**src/rtl/board_pkg.sv**
```systemverilog
// Board-level constants and shared types for the CPU ROM path.
// Holds the SDRAM placement of the ROM image and the line/word types.
package board_pkg;

    localparam logic [24:0] ROM_SDR_BASE = 25'h0300000;

    localparam int ROM_ADDR_W = 20;
    localparam int SDR_ADDR_W = 25;
    localparam int TAG_W      = 17;
    localparam int LINE_W     = 64;
    localparam int WORD_W     = 16;

    typedef logic [TAG_W-1:0]  rom_tag_t;
    typedef logic [LINE_W-1:0] rom_line_t;
    typedef logic [WORD_W-1:0] rom_word_t;

    function automatic rom_word_t line_word(input rom_line_t line, input logic [1:0] sel);
        return line[WORD_W*sel +: WORD_W];
    endfunction

endpackage

```
**src/rtl/rom_line_buf.sv**
```systemverilog
// Single-line ROM buffer: tag, valid and one 4-word SDRAM burst with word mux.
// Latency: fill/flush take effect next cycle; hit and word are combinational.
// Backpressure: none; flush beats a coincident fill for the valid bit.
module rom_line_buf
    import board_pkg::*;
(
    input  logic             clk,
    input  logic             reset_n,
    input  logic             fill,
    input  rom_tag_t         fill_tag,
    input  rom_line_t        fill_data,
    input  logic             flush,
    input  rom_tag_t         lookup_tag,
    input  logic [1:0]       word_sel,
    output logic             hit,
    output rom_word_t        word
);

    logic      valid_q;
    rom_tag_t  tag_q;
    rom_line_t line_q;

    always_ff @(posedge clk or negedge reset_n) begin
        if (!reset_n) begin
            valid_q <= 1'b0;
            tag_q   <= '0;
            line_q  <= '0;
        end else begin
            if (fill) begin
                tag_q   <= fill_tag;
                line_q  <= fill_data;
                valid_q <= 1'b1;
            end
            // data still lands on a flushed fill so the pending read is served
            if (flush) begin
                valid_q <= 1'b0;
            end
        end
    end

    assign hit  = valid_q && (tag_q == lookup_tag);
    assign word = line_word(line_q, word_sel);

endmodule

```
**src/rtl/cpu_rom_responder.sv**
```systemverilog
// Serves CPU ROM reads from a one-line buffer, refilling 8-byte lines from SDRAM.
// Latency: hit/write ready in the 2nd cycle of memrq; miss ready the cycle after sdr_ack.
// Backpressure: CPU holds its request until ready; sdr_req is held until sdr_ack.
module cpu_rom_responder
    import board_pkg::*;
#(
    parameter logic [24:0] SDR_BASE = 25'h0000000
) (
    input  logic        clk,
    input  logic        reset_n,
    input  logic        memrq,
    input  logic        rd,
    input  logic [19:0] rom_addr,
    input  logic        flush,
    output logic [15:0] dout,
    output logic        ready,
    output logic        sdr_req,
    output logic [24:0] sdr_addr,
    input  logic        sdr_ack,
    input  logic [63:0] sdr_data
);

    typedef enum logic [1:0] {
        IDLE  = 2'd0,
        FETCH = 2'd1,
        RESP  = 2'd2
    } state_t;

    state_t    state_q, state_d;
    logic      resp_rd_q, resp_rd_d;
    logic      abandon_q;
    logic      start_fetch;
    logic      fill;
    logic      hit;
    rom_word_t word;
    rom_word_t dout_q;
    rom_tag_t  req_tag;
    logic      unused_addr_bit;

    assign req_tag         = rom_addr[19:3];
    assign unused_addr_bit = rom_addr[0];

    rom_line_buf u_line_buf (
        .clk        (clk),
        .reset_n    (reset_n),
        .fill       (fill),
        .fill_tag   (req_tag),
        .fill_data  (sdr_data),
        .flush      (flush),
        .lookup_tag (req_tag),
        .word_sel   (rom_addr[2:1]),
        .hit        (hit),
        .word       (word)
    );

    always_comb begin
        state_d     = state_q;
        resp_rd_d   = resp_rd_q;
        start_fetch = 1'b0;
        fill        = 1'b0;
        ready       = 1'b0;
        case (state_q)
            IDLE: begin
                if (memrq) begin
                    if (!rd) begin
                        state_d   = RESP;
                        resp_rd_d = 1'b0;
                    end else if (hit) begin
                        state_d   = RESP;
                        resp_rd_d = 1'b1;
                    end else begin
                        state_d     = FETCH;
                        start_fetch = 1'b1;
                    end
                end
            end
            FETCH: begin
                if (sdr_ack) begin
                    fill      = 1'b1;
                    resp_rd_d = 1'b1;
                    // a CPU that walked away still gets its line buffered, but no ready
                    state_d   = (abandon_q || !memrq) ? IDLE : RESP;
                end
            end
            RESP: begin
                ready   = 1'b1;
                state_d = IDLE;
            end
            default: state_d = IDLE;
        endcase
    end

    always_ff @(posedge clk or negedge reset_n) begin
        if (!reset_n) begin
            state_q   <= IDLE;
            resp_rd_q <= 1'b0;
            abandon_q <= 1'b0;
            sdr_req   <= 1'b0;
            sdr_addr  <= '0;
            dout_q    <= '0;
        end else begin
            state_q   <= state_d;
            resp_rd_q <= resp_rd_d;
            if (start_fetch) begin
                sdr_req   <= 1'b1;
                sdr_addr  <= SDR_BASE + 25'({rom_addr[19:3], 3'b000});
                abandon_q <= 1'b0;
            end else if (state_q == FETCH) begin
                if (sdr_ack) begin
                    sdr_req <= 1'b0;
                end
                if (!memrq) begin
                    abandon_q <= 1'b1;
                end
            end
            if (state_q == RESP && resp_rd_q) begin
                dout_q <= word;
            end
        end
    end

    // the word is live during RESP; the register keeps it visible afterwards
    assign dout = (state_q == RESP && resp_rd_q) ? word : dout_q;

endmodule

```
**config.mk**
```make
export PLATFORM = sky130hd
export DESIGN_NAME = cpu_rom_responder
export DESIGN_NICKNAME = d
export VERILOG_FILES = /design/src/rtl/board_pkg.sv /design/src/rtl/rom_line_buf.sv /design/src/rtl/cpu_rom_responder.sv
export SDC_FILE = /design/constraint.sdc
export NUM_CORES = 1
export LEC_CHECK = 0
export CAP_MARGIN = 30
export CORE_UTILIZATION = 49
export CTS_CLUSTER_DIAMETER = 50
export DETAILED_ROUTE_END_ITERATION = 6
export PLACE_DENSITY = 0.8
export SLEW_MARGIN = 30
export SYNTH_ARGS = -nofsm -noshare
export SYNTH_HDL_FRONTEND = slang
export SYNTH_HIERARCHICAL = 1
export SYNTH_SLANG_ARGS = --single-unit
```
**constraint.sdc**
```tcl
create_clock -name clk -period 2 [get_ports clk]
set_input_delay 0.2 -clock clk [delete_from_list [all_inputs] [get_ports clk]]
set_output_delay 0.2 -clock clk [all_outputs]
set_load 0.01 [all_outputs]
```
==> impl_metrics.yaml <==
run_status:
  status: "complete, but fails checks"
  violations: "negative setup slack"
layout:
  fillers: 678
  nets: 566
  design_area_sq_um: 7410
  diodes: 0
  areaGrowthSynthToFinish_pct: 42.0
  stdcell_count: 622
  final_layout_size_suffix_gt1_frac: 0.434
  final_core_util: 0.718
drt:
  drt-total-wl_um: 11200
  dr.pass1.iters: 4
  drt-initial-drc-count: 104
  post_drt_via_cell_ratio: 5.17
  drc: 0
  routedWlPerCell_um: 18.0
  num_vias: 3214
  ant_nets: 0
sta:
  min_period_ns: 2.02
  finalCritPeriodShare: 1.01
  max_freq_mhz: 495
  drv_slew: 0
  rsz0062_at_grt: "true"
  setup_viol_count_final: 15
  layout_setup_ws_ns: -0.0222
  hold_violations: 0
  finClkSkew_ns: 0.00542
setup_path:
  crit_fanout: 11
  end_kind: "register"
  crit_required_ns: 2.39
  reg2reg_depth: 9
  startpoint_type: "register"
  cp-endpoint: "sdr_addr[16]"
  r2r_end: "sdr_addr[16]"
  crit_start: "u_line_buf/tag_q[1]"
  crit_arrival_ns: 2.41
  crit_type: "register to register"
  r2r_start: "u_line_buf/tag_q[1]"
  r2r_slack_ns: -0.02
yosys:
  yosys_most_used_dff: "dfrtp_1"
  yosysMostFrequentCell: "dfrtp_1"
  synth_top_area_cell: "dfrtp_1"
  synth_edf_count: 0
  synthTopCellsByCount: "120 x dfrtp_1, 103 x mux2_2, 13 x xnor2_1"
  synth-seq-cells: 120
  synth_top_area_frac: 0.575
  postSynthAreaPerCell_sq_um: 16.3
  synth.area.top_cells: "dfrtp_1 58%, mux2_2 22%, mux4_2 4.3%"
  synth_cell_types: 28
  synth-seq-area-share: 0.575
  syn_area_sq_um: 5220
  synth-async-reset-ratio: 1.00
  yosys_warnings: 6
  syn_inst: 320
placement:
  dp_cells: 577
  hpwlAfterDp_um: 7220
  gp_congestion: 0.776
  dp_slack_ns: -0.500
  io_buffers: 123
  placed_cell_area_sq_um: 6680
power:
  power_uw: 9420
  swShare: 0.261
  ir_drop_mv: 0.668
  leakage_uw: 0.00314
  netSwitchingPower_uw: 2460
  p_clk_frac: 0.274
  intPower_uw: 6960
  p_comb_frac: 0.311
  power.density_nw_per_um2: 1270
  power_frac_seq: 0.415
die:
  die_w_um: 105
  die_area_sq_um: 11100
  die_height_um: 105
  floorplan.initialDensity: 0.506
  pin_count: 133
  core.rowCount: 37
  core_sq_um: 10300
clock_tree:
  h-tree-depth: 4
  clk_root_buffer_cell: "clkbuf_8"
  clk_pin_slew_ns: 0.05
  cts_tree: "yes"
  cts-buffers-inserted: 17
  clk_path_buf_depth: 2
  cts_sinks: 120
  clk_latency_ns: 0.50
global_routing:
  antenna_found_initial: 0
  grt_pass1_wl_um: 17900
  grt_overflow_total: 0
  grt_start_max_net_pins: 52
  grt_pass1_vias: 3532
  grt_usage: 0.216
hold_path:
  hold_path.class: "input pin to async pin"
run:
  maxCapViolations: 0
==> layer usage <==
layer,GRT usage,vias to the layer above,part of all wire
li1,-,1455,-
met1,0.263,1630,0.40
met2,0.358,101,0.52
met3,0.0530,28,0.046
met4,0.109,0,0.032
met5,0,-,0
==> critical path: stages (launching register included) <==
cell and delay [ns]:
dfrtp_1 0.38, xor2_1 0.16, nor4_1 0.27, nand3_1 0.14, nor4_2 0.19, buf_4 0.16, nand2b_4 0.13, nor3_4 0.06
buf_12 0.15, mux2_2 0.27
==> cells by family after synthesis <==
group / after synthesis / synth area share
AO/OA/AOI/OAI: 8 / 0.0105
XOR/XNOR: 17 / 0.0285
buffers and inverters: 27 / 0.0352
flip-flops: 120 / 0.575
multiplexers: 130 / 0.327
other: 1 / 0.000719
AND/OR/NAND/NOR: 17 / 0.0230
==> through the flow <==
| step | setup TNS, ns | hold slack (ns) |
|---|---|---|
| 5_1_grt | -3.34 | 0.219 |
| 4_1_cts | -0.198 | 0.206 |
| 3_5_place_dp | -15.46 | 0.196 |
| 2_1_floorplan | 0 | -0.0956 |
| 6_report | -0.147 | 0.186 |
| 3_3_place_gp | -13.32 | 0.189 |
==> final cells by class <==
| class | count | area (sq um) | area share |
|---|---|---|---|
| Clock inverter | 4 | 20.0 | 0.00270 |
| Sequential cell | 120 | 3000 | 0.406 |
| Multi-Input combinational cell | 181 | 2120 | 0.286 |
| Tap cell | 136 | 170 | 0.0230 |
| Clock buffer | 25 | 484 | 0.0654 |
| Timing Repair Buffer | 153 | 1600 | 0.216 |
| Inverter | 3 | 11.3 | 0.00152 |
==> worst min-delay path by stage <==
stage                     slack, ns                  to  cells past startpoint    start
after CTS                      0.21        sdr_addr[15]                      2  reset_n
after global placement         0.19        sdr_addr[12]                      1  reset_n
after detailed placement       0.20        sdr_addr[15]                      1  reset_n
final                          0.19        sdr_addr[15]                      2  reset_n
after floorplan                -0.1           abandon_q                      0  reset_n
after global routing           0.22  u_line_buf/valid_q                      2    flush
==> flip-flops by register name, indices dropped and copies added, names as in the netlist <==
name and cells:
abandon_q 1, dout_q 16, resp_rd_q 1, sdr_addr 17, sdr_req 1, state_q 2
u_line_buf/line_q 64, u_line_buf/tag_q 17, u_line_buf/valid_q 1
==> power by group through the flow <==
stage	clock, uW	sequential (uW)	combinational, uW
global placement	0	3820	2570
detailed placement	0	3890	2650
finish	2590	3910	2930
floorplan	0	3780	1590
CTS	2640	3890	2740
global route	2740	4030	3130
==> cell usage in the layout, fill, tap and decap left out, types with 4 or more instances in the layout <==
cell type	instances
dfrtp_1	119
clkdlybuf4s50_1	105
mux2_2	97
buf_4	21
mux2_4	16
clkbuf_16	16
buf_6	16
mux4_2	16
xnor2_1	13
conb_1	8
buf_12	8
clkbuf_8	5
clkbuf_1	4
clkinv_2	4
xor2_1	4
==> repair_timing <==
item / in CTS / in global routing
setup endpoints to repair: 35 / 37
gates resized for setup: 88 / 14
cloned: 1 / 1
endpoints found under the hold margin: 34 / 0
hold buffers: 1 / 0
setup buffers: 6 / 7
(Power assumes the default switching activity.)
